--- src/rtl/psrm_pkg.sv ---
// ---------------------------------------------------------------------------
// psrm_pkg
// Shared types and helpers for the psrm0 neuron PSP integrator.
//   psrm_state_e : integrator FSM state (INTEG / FIRE / REFRACT)
//   DT_W, DT_MAX : width and saturation value of the ticks-since-spike counter
//   SHAMT_W      : width of the log2 shift exponent produced by find_pow2_6
//   sat_add      : unsigned add with one extra carry bit, clamped to a limit
// ---------------------------------------------------------------------------
package psrm_pkg;

    typedef enum logic [1:0] {
        INTEG   = 2'd0,
        FIRE    = 2'd1,
        REFRACT = 2'd2
    } psrm_state_e;

    localparam int              DT_W    = 6;
    localparam logic [DT_W-1:0] DT_MAX  = 6'd63;
    localparam int              SHAMT_W = 3;

    // Generic width for sat_add; callers zero-extend into it and truncate
    // the result back to their own width.
    localparam int SAT_W = 32;

    // a + b computed with a carry bit, then clamped to lim so the
    // accumulator can never wrap.
    function automatic logic [SAT_W-1:0] sat_add(
        input logic [SAT_W-1:0] a,
        input logic [SAT_W-1:0] b,
        input logic [SAT_W-1:0] lim
    );
        logic [SAT_W:0] sum;
        sum = {1'b0, a} + {1'b0, b};
        if (sum > {1'b0, lim}) return lim;
        return sum[SAT_W-1:0];
    endfunction

endpackage

--- src/rtl/find_pow2_6.sv ---
// ---------------------------------------------------------------------------
// find_pow2_6
// Maps the 6-bit ticks-since-spike count to a right-shift exponent so the
// synaptic weight decays by a power of two as time passes.
//   dt    in  DT_W     ticks since the last accepted spike (0..63)
//   shamt out SHAMT_W  shift amount:
//         0..2 -> 0, 3..4 -> 1, 5..8 -> 2, 9..16 -> 3, 17..32 -> 4, 33..63 -> 5
// Purely combinational.
// ---------------------------------------------------------------------------
module find_pow2_6
    import psrm_pkg::*;
(
    input  logic [DT_W-1:0]    dt,
    output logic [SHAMT_W-1:0] shamt
);

    // Equivalent to max(ceil(log2(dt)) - 1, 0); written as a compare chain
    // because the bucket edges are easier to audit this way.
    always_comb begin
        shamt = 3'd5;
        if      (dt <= 6'd2)  shamt = 3'd0;
        else if (dt <= 6'd4)  shamt = 3'd1;
        else if (dt <= 6'd8)  shamt = 3'd2;
        else if (dt <= 6'd16) shamt = 3'd3;
        else if (dt <= 6'd32) shamt = 3'd4;
    end

endmodule

--- src/rtl/psrm_psp_integrator.sv ---
// ---------------------------------------------------------------------------
// psrm_psp_integrator
// Leaky-free integrate-and-fire neuron core with power-of-two PSP decay.
// Each tick the last accepted weight, shifted right by find_pow2_6(dt),
// is added (saturating) to the membrane potential. Crossing THRESH fires a
// one-cycle spike, clears the potential and enters a refractory period.
//
// Parameters:
//   WEIGHT_W      width of the unsigned synaptic weight
//   POT_W         width of the unsigned membrane potential (>= WEIGHT_W)
//   THRESH        fire when v_mem >= THRESH
//   REFRACT_TICKS refractory length in ticks (0..15), 0 = none
//
// Ports:
//   clk        in   clock, rising edge
//   rst_n      in   asynchronous active-low reset
//   tick       in   timestep strobe
//   in_spike   in   input spike, sampled only with tick
//   weight     in   weight of the input spike, sampled with in_spike
//   spike_out  out  one-cycle output spike
//   v_mem      out  registered membrane potential
//   refractory out  high in FIRE and REFRACT
//   in_drop    out  one-cycle pulse: a spike arrived while refractory
//
// Pipeline: tick (cycle 0) -> psp_q (cycle 1) -> v_mem (cycle 2)
//           -> spike_out (cycle 3).
// ---------------------------------------------------------------------------
module psrm_psp_integrator
    import psrm_pkg::*;
#(
    parameter int unsigned WEIGHT_W      = 8,
    parameter int unsigned POT_W         = 12,
    parameter int unsigned THRESH        = 200,
    parameter int unsigned REFRACT_TICKS = 4
) (
    input  logic                clk,
    input  logic                rst_n,
    input  logic                tick,
    input  logic                in_spike,
    input  logic [WEIGHT_W-1:0] weight,
    output logic                spike_out,
    output logic [POT_W-1:0]    v_mem,
    output logic                refractory,
    output logic                in_drop
);

    localparam logic [POT_W-1:0] POT_MAX   = '1;
    localparam logic [POT_W-1:0] THRESH_V  = POT_W'(THRESH);
    localparam logic [3:0]       REFR_INIT = 4'(REFRACT_TICKS);

    psrm_state_e          r_state;
    logic [DT_W-1:0]      r_dt;
    logic [WEIGHT_W-1:0]  r_w_lat;
    logic                 r_active;
    logic [WEIGHT_W-1:0]  r_psp_q;
    logic                 r_psp_vld;
    logic [3:0]           r_refr_cnt;
    logic [POT_W-1:0]     r_v_mem;
    logic                 r_spike_out;
    logic                 r_refractory;
    logic                 r_in_drop;

    logic [SHAMT_W-1:0]   w_shamt;
    logic [WEIGHT_W-1:0]  w_psp;

    find_pow2_6 u_pow2 (
        .dt    (r_dt),
        .shamt (w_shamt)
    );

    // Stage-1 PSP uses the pre-update dt and latched weight.
    assign w_psp = r_w_lat >> w_shamt;

    always_ff @(posedge clk or negedge rst_n) begin
        if (!rst_n) begin
            r_state      <= INTEG;
            r_dt         <= DT_MAX;
            r_w_lat      <= '0;
            r_active     <= 1'b0;
            r_psp_q      <= '0;
            r_psp_vld    <= 1'b0;
            r_refr_cnt   <= '0;
            r_v_mem      <= '0;
            r_spike_out  <= 1'b0;
            r_refractory <= 1'b0;
            r_in_drop    <= 1'b0;
        end else begin
            // Pulse-type signals default low; psp_vld only survives one edge.
            r_psp_vld   <= 1'b0;
            r_in_drop   <= 1'b0;
            r_spike_out <= 1'b0;

            case (r_state)
                INTEG: begin
                    // Stage 1: decayed PSP of the last accepted spike.
                    if (tick) begin
                        r_psp_q   <= w_psp;
                        r_psp_vld <= r_active;
                        if (in_spike) begin
                            r_w_lat  <= weight;
                            r_dt     <= '0;
                            r_active <= 1'b1;
                        end else if (r_dt != DT_MAX) begin
                            r_dt <= r_dt + DT_W'(1);
                        end
                    end
                    // Stage 2: saturating accumulate.
                    if (r_psp_vld) begin
                        r_v_mem <= POT_W'(sat_add(SAT_W'(r_v_mem),
                                                  SAT_W'(r_psp_q),
                                                  SAT_W'(POT_MAX)));
                    end
                    // Fire decision looks at the registered potential, so it
                    // trails the accumulate by one cycle.
                    if (r_v_mem >= THRESH_V) begin
                        r_state      <= FIRE;
                        r_spike_out  <= 1'b1;
                        r_refractory <= 1'b1;
                    end
                end

                FIRE: begin
                    // Single-cycle state; anything in flight is discarded.
                    r_v_mem    <= '0;
                    r_active   <= 1'b0;
                    r_dt       <= DT_MAX;
                    r_refr_cnt <= REFR_INIT;
                    r_in_drop  <= tick & in_spike;
                    if (REFR_INIT != 4'd0) begin
                        r_state <= REFRACT;
                    end else begin
                        r_state      <= INTEG;
                        r_refractory <= 1'b0;
                    end
                end

                REFRACT: begin
                    r_in_drop <= tick & in_spike;
                    // The tick that ends refractory is consumed here and
                    // never reaches stage 1.
                    if (tick) begin
                        r_refr_cnt <= r_refr_cnt - 4'd1;
                        if (r_refr_cnt == 4'd1) begin
                            r_state      <= INTEG;
                            r_refractory <= 1'b0;
                        end
                    end
                end

                default: begin
                    r_state      <= INTEG;
                    r_refractory <= 1'b0;
                end
            endcase
        end
    end

    assign spike_out  = r_spike_out;
    assign v_mem      = r_v_mem;
    assign refractory = r_refractory;
    assign in_drop    = r_in_drop;

endmodule

--- config.mk ---
export PLATFORM = sky130hd
export DESIGN_NAME = psrm_psp_integrator
export DESIGN_NICKNAME = d
export VERILOG_FILES = /design/src/rtl/psrm_pkg.sv /design/src/rtl/find_pow2_6.sv /design/src/rtl/psrm_psp_integrator.sv
export SDC_FILE = /design/constraint.sdc
export NUM_CORES = 1
export LEC_CHECK = 0
export CORE_MARGIN = 2
export CORE_UTILIZATION = 55
export CTS_BUF_LIST = sky130_fd_sc_hd__clkbuf_8 sky130_fd_sc_hd__clkbuf_16
export DETAILED_ROUTE_END_ITERATION = 10
export GPL_ROUTABILITY_DRIVEN = 0
export PLACE_DENSITY = 0.77
export SLEW_MARGIN = 20
export SYNTH_ARGS = -nofsm -noshare
export SYNTH_HDL_FRONTEND = slang
export SYNTH_SLANG_ARGS = --single-unit
--- constraint.sdc ---
create_clock -name clk -period 6.4 [get_ports clk]
set_input_delay 0.96 -clock clk [delete_from_list [all_inputs] [get_ports clk]]
set_output_delay 0.96 -clock clk [all_outputs]
set_load 0.005 [all_outputs]
==> reports/metrics.cfg, run 1 <==
[die]
dieHeight_um=75.8
core_area_mm2=0.00504
fp.dieW_um=75.8
fp.dieArea_mm2=0.00575
num_rows=26
initial_utilization_pct=56.3
pin_count=27

[yosys]
yosys.area.top_type=dfrtp_1
netlist_top_cells_area=dfrtp_1, ha_1, dfstp_2
ys.flop_type=dfrtp_1
ys_seq_area_share_pct=39.9
synth.most_common_cell=nand2_1
syn_nets=334
synth_top_area_share_pct=34.4
ys_types=53
avgSynthCellArea_um2=9.31
syn_area_mm2=0.00284
synth_warnings=0
synth-seq-cells=45
synth_commonest_cells=nand2_1, dfrtp_1, o21ai_0
synth_edf_count=0
postSynthCellCount=305
async_flop_share_pct=100

[route]
drt_first_pass_iters=4
drc=0
vias=2316
routedWlPerCell_um=14.3
antenna_left=0
drtIter0Drc=96
routed_wl_mm=5.66
avgViaCountPerCell=5.85

[place]
hpwl_mm=4.17
pre_cts_ws_ns=3.31
port_buffers=26

[global_route]
grt_max_degree=46
overflow=0
grt_pass1_vias=2189
grt_pass1_wl_mm=9.65
antenna_found_initial=0
grtUsageTotal_pct=21.7

[timing]
finalHoldViolCount=0
final_max_slew_viol_count=0
hold_ws_ns=0.497
min_period_ns=2.79
max_slew_margin_pct=47.8
setup_viol=0
fin_crit_sh_pct=43.6
fin_skew_ns=0.00546
worstMarginPinSlew_ns=0.776
setup_tns_ns=0
rsz0062_at_grt=no
setup_ws_ns=3.61
fmax_ghz=0.359

[cells_and_area]
nets=354
diodes=0
final_layout_size_suffix_gt1_share_pct=8.90
syn_to_final_growth_pct=12.8

[pwr]
p_sw_mw=0.586
p_leak_nw=1.42
combPwrFrac_pct=49.9
vdd_drop_max_v=0.000253
power.total_mw=1.42
power.density_mw_per_mm2=444
clkPwrFrac_pct=12.1
internal-power_mw=0.834
pwr-share-seq_pct=38.1
sw_frac_of_total_pct=41.3

[clock_network]
cts_tree=built
cts.htree.levels=2
numCtsBuffers=5
clock-root-buffer=clkbuf_8
insertion_delay_ns=0.30
post_cts_resized=0
cts_sinks=45
clockBufferDepth=2
clk_pin_slew_worst_paths_ns=0.09
postCtsSetupRepairBufs=0
hold_buffers=0

[critical_path]
endpoint_kind=flip-flop
r2r_cells=8
reg2reg_to=r_psp_q[0]
cp.required_ns=6.62
arrival_ns=3.01
r2r_start=r_dt[0]
critical_path_class=primary input to flip-flop
cp_max_fo=13
cp-start-kind=primary input
rrSetupSlack_ns=3.76

[min_path]
holdPathStages=2
hold_path.startpoint=r_psp_q[7]
holdPathEnd=r_psp_q[7]
worstHoldPathType=flip-flop to flip-flop

[job]
drv_cap=0

[outcome]
status=completed

==> power by group through the flow <==
stage | clock network, mW | registers [mW] | logic, mW
3_5_place_dp | 0 | 0.545 | 0.711
3_3_place_gp | 0 | 0.540 | 0.688
6_report | 0.171 | 0.540 | 0.708
2_1_floorplan | 0 | 0.489 | 0.593
4_1_cts | 0.178 | 0.540 | 0.712
5_1_grt | 0.189 | 0.560 | 0.804
==> placed cells by master, fill, tap and decap left out, types with 3 or more instances in the layout <==
master            n
clkdlybuf4s50_1  25
clkbuf_8          5
o211ai_1          3
ha_1             16
o31a_1            4
o21a_1            6
xor2_1            3
nor2_1           11
inv_1            15
nand2b_1          5
and3_1            5
a31oi_1           3
nand2_1          42
o21ai_0          23
nor3_1           14
a22o_1            5
nand3_1           4
dfstp_2           6
xnor2_1           3
nor4_1            5
a21boi_0          3
mux2_2            9
a21oi_1          19
dfrtp_1          39
a21o_1            3
mux2i_1          10
nor2b_1           4
==> through the flow <==
step / instance area, um2 / utilization [%] / std cells
floorplan: 2840 / - / 305
global placement: 3120 / 61.8 / 388
detailed placement: 3120 / 61.8 / 388
CTS: 3200 / 63.4 / 396
global route: 3200 / 63.5 / 396
finish: 3200 / 63.5 / 396
==> cell type report <==
class	count	area (um2)
inverters	14	52.6
clock buffers	5	68.8
well taps	70	87.6
multi-input cells	233	1590
repair buffers	26	258
clock inverters	3	13.8
fillers	419	1840
flip-flops and latches	45	1130
==> how the worst max path moves through the flow <==
| stage | startpoint | endpoint | slack, ns | cells past startpoint |
|---|---|---|---|---|
| floorplan | r_dt[0] | r_psp_q[0] | 4.11 | 9 |
| global placement | tick | r_dt[2] | 3.41 | 6 |
| detailed placement | tick | r_dt[2] | 3.31 | 6 |
| CTS | tick | r_dt[2] | 3.61 | 6 |
| global route | tick | r_dt[2] | 3.33 | 6 |
| finish | tick | r_dt[2] | 3.61 | 6 |
==> worst max-delay path, cell delays in order <==
cell,delay [ns]
clkdlybuf4s50_1,0.59
nand2_1,0.31
o21ai_0,0.59
nand2_1,0.10
mux2_2,0.28
o211ai_1,0.17
==> layer usage <==
metal,vias up,part of all wire (%),GRT usage [%]
li1,1145,-,-
met1,1109,46,28.0
met2,56,49,35.4
met3,6,4.3,4.76
met4,0,0.65,8.77
met5,-,0,0
==> cells by family (layout without fill, tap and decap cells) <==
kind of cell               after synthesis  after routing  share of synthesized area, %
DFF                                     45             45                          39.9
and+or+nand+nor                        101            101                          17.6
muxes                                   20             20                          7.89
buffers and inverters                   27             48                          4.14
AOI/OAI and AO/OA                       89             89                          20.8
adders and majority gates               17             17                          7.76
xor gates and xnor gates                 6              6                          1.85
==> flip-flops by register name (all words and copies together) (netlist names) <==
name        flops
v_mem          12
spike_out       1
r_active        1
r_psp_vld       1
r_psp_q         8
refractory      1
r_w_lat         8
in_drop         1
r_refr_cnt      4
r_dt            6
r_state         2
(Power assumes the default switching activity.)
==> inputs of run 2 (changes only) <==
clock period = 2.81 ns   (was 6.4 ns; I/O delays follow)
==> reports/metrics.cfg, run 2 (synthesized netlist as in run 1, its figures left out) <==
[die]
fp.dieW_um=75.8  ; unchanged
core_area_mm2=0.00504  ; unchanged
initial_utilization_pct=56.3  ; unchanged
dieHeight_um=75.8  ; unchanged
fp.dieArea_mm2=0.00575  ; unchanged
num_rows=26  ; unchanged
pin_count=27  ; unchanged

[timing]
max_slew_margin_pct=49.2  ; +1.4 points
fmax_ghz=0.393
setup_viol=0  ; unchanged
worstMarginPinSlew_ns=0.759  ; -0.0163 ns
setup_tns_ns=0  ; unchanged
rsz0062_at_grt=no
final_max_slew_viol_count=0  ; unchanged
fin_skew_ns=0.00720  ; +0.00174 ns
min_period_ns=2.55
hold_ws_ns=0.503  ; +0.00612 ns
fin_crit_sh_pct=90.6
finalHoldViolCount=0  ; unchanged

[route]
drc=0  ; unchanged
avgViaCountPerCell=5.80  ; -0.91%
routedWlPerCell_um=14.3  ; +0.22%
drtIter0Drc=111  ; +16%
drt_first_pass_iters=4  ; unchanged
antenna_left=0  ; unchanged
vias=2324  ; +0.35%
routed_wl_mm=5.74  ; +1.5%

[cells_and_area]
nets=359  ; +1.4%
diodes=0  ; unchanged
syn_to_final_growth_pct=15.8
final_layout_size_suffix_gt1_share_pct=10.3  ; +1.4 points
mostFrequentLayoutCells=nand2_1, dfrtp_1, clkdlybuf4s50_1, o21ai_0, a21oi_1
n_fill_cell=426  ; +1.7%
largest_reg_flops=12  ; unchanged
final_util_pct=65.2  ; +1.7 points
final_common_cell=nand2_1

[clock_network]
postCtsSetupRepairBufs=0  ; unchanged
cts_sinks=45  ; unchanged
cts_tree=built
clockBufferDepth=2  ; unchanged
numCtsBuffers=5  ; unchanged
clk_pin_slew_worst_paths_ns=0.08  ; about the same
clock-root-buffer=clkbuf_8
cts.htree.levels=2  ; unchanged
insertion_delay_ns=0.29  ; about the same

[critical_path]
r2r_cells=8  ; unchanged
cp-start-kind=flip-flop
endpoint_kind=flip-flop
cp.required_ns=2.99  ; -3.63 ns
cp_max_fo=10  ; -3
rrSetupSlack_ns=0.26  ; -3.50 ns
critical_path_class=flip-flop to flip-flop
arrival_ns=2.73  ; -0.28 ns

[min_path]
worstHoldPathType=flip-flop to flip-flop
holdPathStages=2  ; unchanged

[pwr]
p_leak_nw=1.47  ; +2.8%
vdd_drop_max_v=0.000684  ; +170%
power.density_mw_per_mm2=1030  ; +130%

[global_route]
antenna_found_initial=0  ; unchanged
grt_pass1_wl_mm=9.66  ; +0.15%
grtUsageTotal_pct=22.0  ; +0.28 points
grt_pass1_vias=2120  ; -3.2%
grt_max_degree=46  ; unchanged
overflow=0  ; unchanged

[job]
drv_cap=0  ; unchanged

[outcome]
status=completed

[place]
hpwl_mm=4.24  ; +1.6%
port_buffers=26  ; unchanged

## run 2: worst max-delay path, cell delays in order, from the launching register on
cell,delay [ns]
dfstp_2,0.59
inv_1,0.09
ha_1,0.20
nor2b_1,0.14
nor4_1,0.11
o41a_2,0.63
a211oi_1,0.30
a2111oi_0,0.12
a221o_1,0.27
## run 2: timing repair
item,in CTS,in global routing
resized for setup,0,1
endpoints found under the setup margin,0,1
endpoints found under the hold margin,0,6
hold buffers,0,1
## run 2: report_power, final
group,total (mW),internal [mW],switching [mW]
Clock,0.498,0.286,0.211
Combinational,1.66,0.815,0.843
Sequential,1.23,0.941,0.288
## run 2: through the flow
| stage | cells | power, mW | worst slack, ns | instance area (um2) |
|---|---|---|---|---|
| 2_1_floorplan | 305 | 2.46 | 0.525 | 2840 |
| 3_3_place_gp | 391 | 2.82 | 0.375 | 3140 |
| 3_5_place_dp | 391 | 2.89 | 0.268 | 3140 |
| 4_1_cts | 399 | 3.40 | 0.254 | 3260 |
| 5_1_grt | 401 | 3.69 | 0.0457 | 3290 |
| 6_report | 401 | 3.38 | 0.264 | 3290 |
## run 2: worst paths after layout
kind,from,endpoint
worst max-delay path,r_dt[0],r_psp_q[0]
worst min-delay path,v_mem[0],v_mem[0]
min in group asynchronous,rst_n,v_mem[7]
max in group asynchronous,rst_n,r_dt[4]
worst min register to register,v_mem[0],v_mem[0]
worst max register to register,r_dt[0],r_psp_q[0]
## run 2: layout make-up
type / count / area [um2] / share of cell area (%)
timing repair buffer: 31 / 308 / 9.36
multi-input combinational: 233 / 1590 / 48.3
clock inverter: 2 / 33.8 / 1.03
clock buffer: 6 / 82.6 / 2.51
inverter: 14 / 52.6 / 1.60
tap: 70 / 87.6 / 2.66
sequential: 45 / 1130 / 34.5
## run 2: routing by layer
layer | up-vias | GRT usage [%] | part of all wire, %
li1 | 1157 | - | -
met3 | 2 | 4.50 | 3.4
met4 | 0 | 8.19 | 0.51
met2 | 58 | 35.8 | 49
met5 | - | 0 | 0
met1 | 1107 | 28.9 | 47
==> inputs of run 3 (changes only) <==
CORE_UTILIZATION = 35   (was 55)
PLACE_DENSITY = unset   (was 0.77)
==> reports/metrics.cfg, run 3 (synthesized netlist as in run 1, its figures left out) <==
[clock_network]
cts_sinks=45  ; unchanged
cts_tree=built
postCtsSetupRepairBufs=0  ; unchanged
hold_buffers=0  ; unchanged
cts.htree.levels=2  ; unchanged
insertion_delay_ns=0.29  ; about the same
clock-root-buffer=clkbuf_8
clockBufferDepth=2  ; unchanged
post_cts_resized=0  ; unchanged
numCtsBuffers=5  ; unchanged
clk_pin_slew_worst_paths_ns=0.08  ; about the same

[die]
core_area_mm2=0.00781  ; +55%
num_rows=32  ; +23%
initial_utilization_pct=36.4  ; -20 points
fp.dieW_um=94.1  ; +24%
fp.dieArea_mm2=0.00885  ; +54%
dieHeight_um=94.1  ; +24%
pin_count=27  ; unchanged

[timing]
finalHoldViolCount=0  ; unchanged
setup_ws_ns=0.286  ; +0.0217 ns
final_max_slew_viol_count=0  ; unchanged
fin_skew_ns=0.00412  ; -0.00308 ns
setup_tns_ns=0  ; unchanged
fin_crit_sh_pct=89.8  ; -0.77 points
fmax_ghz=0.396  ; +0.86%
worstMarginPinSlew_ns=0.797  ; +0.0372 ns
min_period_ns=2.52  ; -0.0217 ns
max_slew_margin_pct=46.9  ; -2.3 points
rsz0062_at_grt=no
setup_viol=0  ; unchanged

[place]
hpwl_mm=4.47  ; +5.5%
port_buffers=26  ; unchanged
pre_cts_ws_ns=0.317  ; +0.0495 ns
post_dp_cell_area_mm2=0.00322  ; +2.5%

[route]
routed_wl_mm=5.92  ; +3.2%
antenna_left=0  ; unchanged
avgViaCountPerCell=5.28  ; -9.0%
drt_first_pass_iters=4  ; unchanged
routedWlPerCell_um=13.6  ; -4.9%
drtIter0Drc=56  ; -50%
drc=0  ; unchanged
vias=2295  ; -1.2%

[critical_path]
critical_path_class=flip-flop to flip-flop
path_cells=inv_1 > ha_1 > nor2b_1 > nor4_1 > o41a_1 > mux2i_1 > nor3_1 > a211o_1
cp-start-kind=flip-flop
endpoint_kind=flip-flop
arrival_ns=2.70  ; -0.03 ns
slowest_stage=o41a_1
rrSetupSlack_ns=0.29  ; +0.02 ns
cp_max_fo=10  ; unchanged
cp.required_ns=2.99  ; about the same
critPathMaxStageDelay_ns=0.55  ; -0.08 ns

[cells_and_area]
mostFrequentLayoutCells=nand2_1, dfrtp_1, clkdlybuf4s50_1, o21ai_0, a21oi_1
final_layout_size_suffix_gt1_share_pct=10.8  ; +0.54 points
final_common_cell=nand2_1
design_area_mm2=0.00330  ; +0.49%
largest_reg_flops=12  ; unchanged
nets=362  ; +0.84%
syn_to_final_growth_pct=16.4
final_util_pct=42.3  ; -23 points
diodes=0  ; unchanged

[outcome]
status=completed

[global_route]
antenna_found_initial=0  ; unchanged
overflow=0  ; unchanged
grt_max_degree=36  ; -22%
grtUsageTotal_pct=14.9  ; -7.1 points
grt_pass1_wl_mm=10.5  ; +9.1%
grt_pass1_vias=2271  ; +7.1%

[pwr]
vdd_drop_max_v=0.000332  ; -51%
p_leak_nw=1.46  ; -0.23%
power.density_mw_per_mm2=994  ; -3.4%

[min_path]
worstHoldPathType=primary input to async pin

[job]
drv_cap=0  ; unchanged

==> run 3: cell count changes in the layout (fill, tap and decap cells not counted) <==
cell           previous run  this run
o41a_2                    1         0
buf_12                    1         0
buf_4                     3         8
dlygate4sd3_1             1         0
bufinv_16                 1         0
o41a_1                    0         1
==> run 3: power by group <==
part / switching (mW) / internal, mW
clock: 0.208 / 0.192
sequential: 0.291 / 0.941
combinational: 0.835 / 0.817
total: 1.33 / 1.95
==> run 3: cell type report <==
| cell class | count | area (um2) |
|---|---|---|
| fillers | 807 | 4500 |
| multi-input cells | 233 | 1590 |
| flip-flops and latches | 45 | 1130 |
| repair buffers | 34 | 315 |
| well taps | 102 | 128 |
| clock buffers | 6 | 82.6 |
| inverters | 14 | 52.6 |
| clock inverters | 1 | 3.75 |
==> run 3: path summary, 6_finish.rpt <==
check | endpoint | from | depth (start not counted)
max | r_psp_q[2] | r_dt[0] | 8
min | spike_out | rst_n | 1
max reg2reg | r_psp_q[2] | r_dt[0] | 8
min reg2reg | r_psp_q[7] | r_psp_q[7] | 2
max in group asynchronous | v_mem[0] | rst_n | 2
min in group clk | r_psp_q[7] | r_psp_q[7] | 2
==> run 3: critical path, delay by kind of cell (launching register included) <==
kind,cells,cell delay (ns)
AO/OA/AOI/OAI,2,0.82
AND/OR/NAND/NOR,3,0.64
flip-flops,1,0.40
multiplexers,1,0.30
adder cells (fa/ha/maj),1,0.15
buffers and inverters,1,0.10
==> run 3: metrics by stage <==
stage	hold slack (ns)	total power, mW	cells
2_1_floorplan	0.126	2.46	305
3_3_place_gp	0.484	2.86	428
3_5_place_dp	0.489	2.90	428
4_1_cts	0.244	3.33	435
5_1_grt	0.268	3.63	435
6_report	0.206	3.28	435
==> run 3: layer usage <==
metal / GRT usage (%) / up-vias / share of wire [%]
li1: - / 1166 / -
met1: 19.7 / 1088 / 49
met2: 24.8 / 37 / 47
met3: 2.41 / 4 / 2.7
met4: 5.07 / 0 / 1.5
met5: 0 / - / 0
